$ cat src/rtl/amiga_clk_ce_gen_pkg.sv
// Shared types and helpers for the Amiga 28 MHz clock-enable / reset sequencer.
package amiga_clk_ce_gen_pkg;

  localparam int unsigned MAX_VEC_W = 256;

  typedef enum logic [1:0] {
    WAIT_LOCK = 2'd0,
    STABLE    = 2'd1,
    RUN       = 2'd2
  } clk_state_e;

  // Pull field idx (width w) out of a packed per-channel parameter vector.
  function automatic int unsigned field_get(input logic [MAX_VEC_W-1:0] vec,
                                            input int unsigned idx,
                                            input int unsigned w);
    logic [MAX_VEC_W-1:0] sh;
    sh = vec >> (idx * w);
    return 32'(sh & ~({MAX_VEC_W{1'b1}} << w));
  endfunction

endpackage

$ cat src/rtl/amiga_clk_ce_gen_div_ch.sv
// One clock-enable channel: wrap counter, phase compare and registered strobe.
module amiga_clk_ce_gen_div_ch
  import amiga_clk_ce_gen_pkg::*;
#(
  parameter int unsigned DIV   = 4,
  parameter int unsigned PHASE = 0,
  parameter int unsigned CNT_W = 6
) (
  input  logic inclk0,
  input  logic areset,
  input  logic run,
  input  logic clr,
  input  logic en,
  output logic ce
);

  logic [CNT_W-1:0] cnt_q, cnt_d;
  logic             ce_d;

  always_comb begin
    cnt_d = cnt_q;
    ce_d  = run && en && (cnt_q == CNT_W'(PHASE));
    if (!run || clr || (cnt_q == CNT_W'(DIV - 1))) begin
      cnt_d = '0;
    end else begin
      cnt_d = cnt_q + CNT_W'(1);
    end
  end

  always_ff @(posedge inclk0 or posedge areset) begin
    if (areset) begin
      cnt_q <= '0;
      ce    <= 1'b0;
    end else begin
      cnt_q <= cnt_d;
      ce    <= ce_d;
    end
  end

endmodule

$ cat src/rtl/amiga_clk_ce_gen.sv
// Clock-enable generator and reset sequencer for the 28 MHz domain: waits for a
// debounced PLL lock, releases the system reset, then issues phase-aligned strobes.
module amiga_clk_ce_gen
  import amiga_clk_ce_gen_pkg::*;
#(
  parameter int unsigned               NUM_CH      = 4,
  parameter int unsigned               CNT_W       = 6,
  parameter logic [NUM_CH*CNT_W-1:0]   DIVS        = {6'd32, 6'd8, 6'd4, 6'd4},
  parameter logic [NUM_CH*CNT_W-1:0]   PHASES      = {6'd0, 6'd0, 6'd2, 6'd0},
  parameter int unsigned               LOCK_CYCLES = 1024,
  parameter int unsigned               RST_DELAY   = 64
) (
  input  logic              inclk0,
  input  logic              areset,
  input  logic              pll_locked,
  input  logic              resync,
  input  logic [NUM_CH-1:0] ch_mask,
  output logic [NUM_CH-1:0] ce_out,
  output logic              rst_out,
  output logic              ready
);

  localparam int unsigned LC_W = $clog2(LOCK_CYCLES + 1);
  localparam int unsigned RC_W = $clog2(RST_DELAY + 1);

  logic [1:0]      sync_q;
  clk_state_e      state_q;
  logic [LC_W-1:0] lock_cnt_q;
  logic [RC_W-1:0] rst_cnt_q;
  logic            lock_s_c;
  logic            run_c;

  assign lock_s_c = sync_q[1];
  // Lock loss overrides everything, so channels only see RUN while lock holds.
  assign run_c    = (state_q == RUN) && lock_s_c;

  always_ff @(posedge inclk0 or posedge areset) begin
    if (areset) begin
      sync_q     <= '0;
      state_q    <= WAIT_LOCK;
      lock_cnt_q <= '0;
      rst_cnt_q  <= '0;
      rst_out    <= 1'b1;
      ready      <= 1'b0;
    end else begin
      sync_q <= {sync_q[0], pll_locked};
      unique case (state_q)
        WAIT_LOCK: begin
          if (lock_s_c) begin
            state_q    <= STABLE;
            lock_cnt_q <= '0;
          end
        end
        STABLE: begin
          if (!lock_s_c) begin
            state_q <= WAIT_LOCK;
          end else if (lock_cnt_q == LC_W'(LOCK_CYCLES - 1)) begin
            state_q   <= RUN;
            rst_cnt_q <= '0;
            rst_out   <= (RST_DELAY > 1);
            ready     <= (RST_DELAY == 1);
          end else begin
            lock_cnt_q <= lock_cnt_q + LC_W'(1);
          end
        end
        RUN: begin
          if (!lock_s_c) begin
            state_q <= WAIT_LOCK;
            rst_out <= 1'b1;
            ready   <= 1'b0;
          end else if (rst_out) begin
            // Release lands on the same edge that takes rst_cnt to RST_DELAY-1.
            rst_cnt_q <= rst_cnt_q + RC_W'(1);
            if (rst_cnt_q == RC_W'(RST_DELAY - 2)) begin
              rst_out <= 1'b0;
              ready   <= 1'b1;
            end
          end
        end
        default: state_q <= WAIT_LOCK;
      endcase
    end
  end

  for (genvar i = 0; i < NUM_CH; i++) begin : g_ch
    amiga_clk_ce_gen_div_ch #(
      .DIV   (field_get(MAX_VEC_W'(DIVS), i, CNT_W)),
      .PHASE (field_get(MAX_VEC_W'(PHASES), i, CNT_W)),
      .CNT_W (CNT_W)
    ) u_ch (
      .inclk0 (inclk0),
      .areset (areset),
      .run    (run_c),
      .clr    (resync),
      .en     (ch_mask[i]),
      .ce     (ce_out[i])
    );
  end

endmodule

$ cat config.mk
export PLATFORM = sky130hd
export DESIGN_NAME = amiga_clk_ce_gen
export DESIGN_NICKNAME = d
export VERILOG_FILES = /design/src/rtl/amiga_clk_ce_gen_pkg.sv /design/src/rtl/amiga_clk_ce_gen_div_ch.sv /design/src/rtl/amiga_clk_ce_gen.sv
export SDC_FILE = /design/constraint.sdc
export NUM_CORES = 1
export LEC_CHECK = 0
export BUFFER_PORTS_ARGS = -buffer_cell sky130_fd_sc_hd__buf_4
export CAP_MARGIN = 20
export CORE_UTILIZATION = 40
export DETAILED_ROUTE_END_ITERATION = 10
export GPL_ROUTABILITY_DRIVEN = 0
export HOLD_SLACK_MARGIN = 0.06
export PLACE_DENSITY = 0.66
export SLEW_MARGIN = 20
export SYNTH_ARGS = -nofsm -noshare
export SYNTH_HDL_FRONTEND = slang
export SYNTH_SLANG_ARGS = --single-unit
$ cat constraint.sdc
create_clock -name inclk0 -period 2.6 [get_ports inclk0]
set_clock_uncertainty 0.15 [all_clocks]
set_input_delay 0.39 -clock inclk0 [delete_from_list [all_inputs] [get_ports inclk0]]
set_output_delay 0.39 -clock inclk0 [all_outputs]
set_load 0.005 [all_outputs]
==> results.cfg <==
[place]
io_buffers = 13
place_hpwl_mm = 3.016
dp_cells = 338
dpl_cell_area_sq_um = 2748

[layout]
area_growth_pct = 9.860
fin_cells = 348
final_area_sq_um = 2858
final_common_cell = dfrtp_1
diodes = 0
final_nets = 289
final_cell_mix = 51 x dfrtp_1, 45 x nor2_1, 17 x nand2_1, 16 x nand3_1
drive_gt1_share_pct = 11.81
utilization_pct = 45.26

[sta]
fmax_ghz = 0.5046
rsz0062_at_grt = no
setup_violations = 0
worst_pin_slew_ns = 0.5556
tns_ns = 0
hold_violations = 0
timing.final.crit_period_ns = 1.982
slew_headroom_pct = 62.91
finalCritPeriodShare_pct = 76.22
maxSlewViolCount = 0

[worst_setup_path]
critical_path.endpoint_type = register
critPathCapture = rst_cnt_q[4]
critPathLaunchType = register
reg2reg_depth = 5
crit_path_max_fanout = 9
r2r_slack_ns = 0.62
critPathArrivalTime_ns = 2.04
r2r_start = lock_cnt_q[0]
r2r_end = rst_cnt_q[4]
worstPathRequired_ns = 2.65
worstSetupPathType = reg -> reg
crit_start = lock_cnt_q[0]

[clock_tree]
postCtsHoldBufs = 2
clkTransAtPathRegs_ns = 0.10
clk_latency_ns = 0.31
clock-root-buffer = clkbuf_8
cts_tree = done
clock_sinks = 52
clockBufferDepth = 2
h-tree-depth = 2
cts_setup_buffers = 0
cts_made_buffers = 5
cts_resized = 0

[synthesis]
yosysSeqAreaShare_pct = 50.07
synth_flop_cell = dfrtp_1
synth_cells = 256
avgSynthCellArea_sq_um = 10.16
synth-edff-count = 0
synth.ff_latch_count = 52
synth_area_sq_um = 2601
syn_nets = 275
synthArstFlopShare_pct = 100.0
yosysUniqueCellTypes = 49
yosysWarnings = 0

[detailed_routing]
routedWlPerCell_um = 12.42
vias = 1777
drc_errors = 0
routed_wl_mm = 4.323
via_per_inst = 5.106
ant_nets = 0
drt-pass1-iter-count = 4
drtIter0Drc = 102

[power]
intPower_mw = 1.033
swShare_pct = 23.65
power_mw = 1.353
ir_drop_mv = 0.3723
pwr-share-seq_pct = 61.6
switchingPower_uw = 320.0
p_leak_nw = 1.321
power_density_nw_per_um2 = 473.4
pwr-share-clk_pct = 34.3
pwr-share-comb_pct = 4.1

[run]
drv_cap = 0

[global_route]
antenna_found_initial = 0
grt_max_degree = 28
track_usage_pct = 14.60
grt_first_pass_wirelength_mm = 7.562
use_met2_pct = 21.72
grt_pass1_vias = 1654
grt.overflow.total = 0
grtUsageMet3_pct = 3.626
grt_busiest_layer = met2
grt_use_met1_pct = 20.57

[floorplan]
start_util_pct = 41.20
die_x_um = 82.64
ioPinCount = 14
core.rowCount = 29
die-area_sq_um = 6829
core-area_sq_um = 6314
die_y_um = 82.64

[worst_hold_path]
hold_path_class = in -> reg

[run_status]
status = finished, final reports clean
synth_stat cells, types with 3 or more instances:
cell type  count  area, sq um
a21oi_1        5        25.02
o21ai_0        7        35.03
xor2_1        13        113.9
nand3_1       16        80.08
ha_1          11        137.6
xnor2_1        9        78.83
inv_1         14        52.55
mux2i_1        3        30.03
nand2_1       17        63.81
and3_1         4        25.02
nor3b_1        3        22.52
o31ai_1        4        30.03
nor2_1        45        168.9
dfrtp_1       51         1276
nand4_1        6        37.54
nor4_1         3        18.77
buf_4          5        37.54
registers in the layout, summed over array words and instances, names as in the netlist:
| name | cells |
|---|---|
| g_ch.u_ch.ce | 4 |
| g_ch.u_ch.cnt_q | 24 |
| sync_q | 2 |
| rst_out | 1 |
| rst_cnt_q | 7 |
| state_q | 2 |
| lock_cnt_q | 11 |
| ready | 1 |
cell families (layout without fill, tap and decap cells):
group / after synthesis / count (layout) / synth area share, %
buffers and inverters: 23 / 38 / 4.618
adders and majority gates: 11 / 11 / 5.291
DFF: 52 / 52 / 50.07
muxes: 3 / 3 / 1.154
AOI/OAI and AO/OA: 30 / 30 / 7.792
xor gates and xnor gates: 22 / 22 / 7.408
and+or+nand+nor: 115 / 115 / 23.67
area by class of cell:
cell class | count | area (sq um)
Timing Repair Buffer | 16 | 137.6
Clock inverter | 3 | 21.27
Sequential cell | 52 | 1303
Clock buffer | 5 | 68.82
Fill cell | 610 | 3456
Multi-Input combinational cell | 181 | 1179
Tap cell | 77 | 96.34
Inverter | 14 | 52.55
worst max-delay path, stage by stage, from the launching register on:
cell     delay [ns]
dfrtp_1        0.40
ha_1           0.25
nand3_2        0.24
nor4_4         0.46
o21ai_0        0.13
a22o_2         0.26
layer usage:
metal | up-vias | wire length, um
met5 | - | 0
met4 | 0 | 72
met3 | 7 | 105
met2 | 19 | 1891
met1 | 848 | 2255
li1 | 903 | -
power by group through the flow:
| stage | combinational (mW) | clock, mW | sequential (mW) |
|---|---|---|---|
| after floorplan | 0.0433 | 0 | 0.841 |
| after global placement | 0.0550 | 0 | 0.848 |
| after detailed placement | 0.0551 | 0 | 0.849 |
| after CTS | 0.0575 | 0.483 | 0.833 |
| after global routing | 0.0654 | 0.511 | 0.835 |
| final | 0.0553 | 0.464 | 0.833 |
metrics by stage:
stage / hold WS (ns) / setup WS, ns
finish: 0.1562 / 0.6182
global route: 0.1529 / 0.4564
CTS: 0.1536 / 0.6323
detailed placement: 0.1847 / 0.6330
global placement: 0.1860 / 0.7020
floorplan: 0.1812 / 0.8038
worst min-delay path by stage:
stage	from	endpoint	slack, ns	depth (start not counted)
5_1_grt	ch_mask[1]	g_ch[1].u_ch.ce	0.15	3
6_report	ch_mask[1]	g_ch[1].u_ch.ce	0.16	3
2_1_floorplan	sync_q[0]	sync_q[1]	0.18	0
3_3_place_gp	sync_q[0]	sync_q[1]	0.19	0
4_1_cts	ch_mask[1]	g_ch[1].u_ch.ce	0.15	3
3_5_place_dp	sync_q[0]	sync_q[1]	0.18	0
Power figures use the tool's default switching activity.
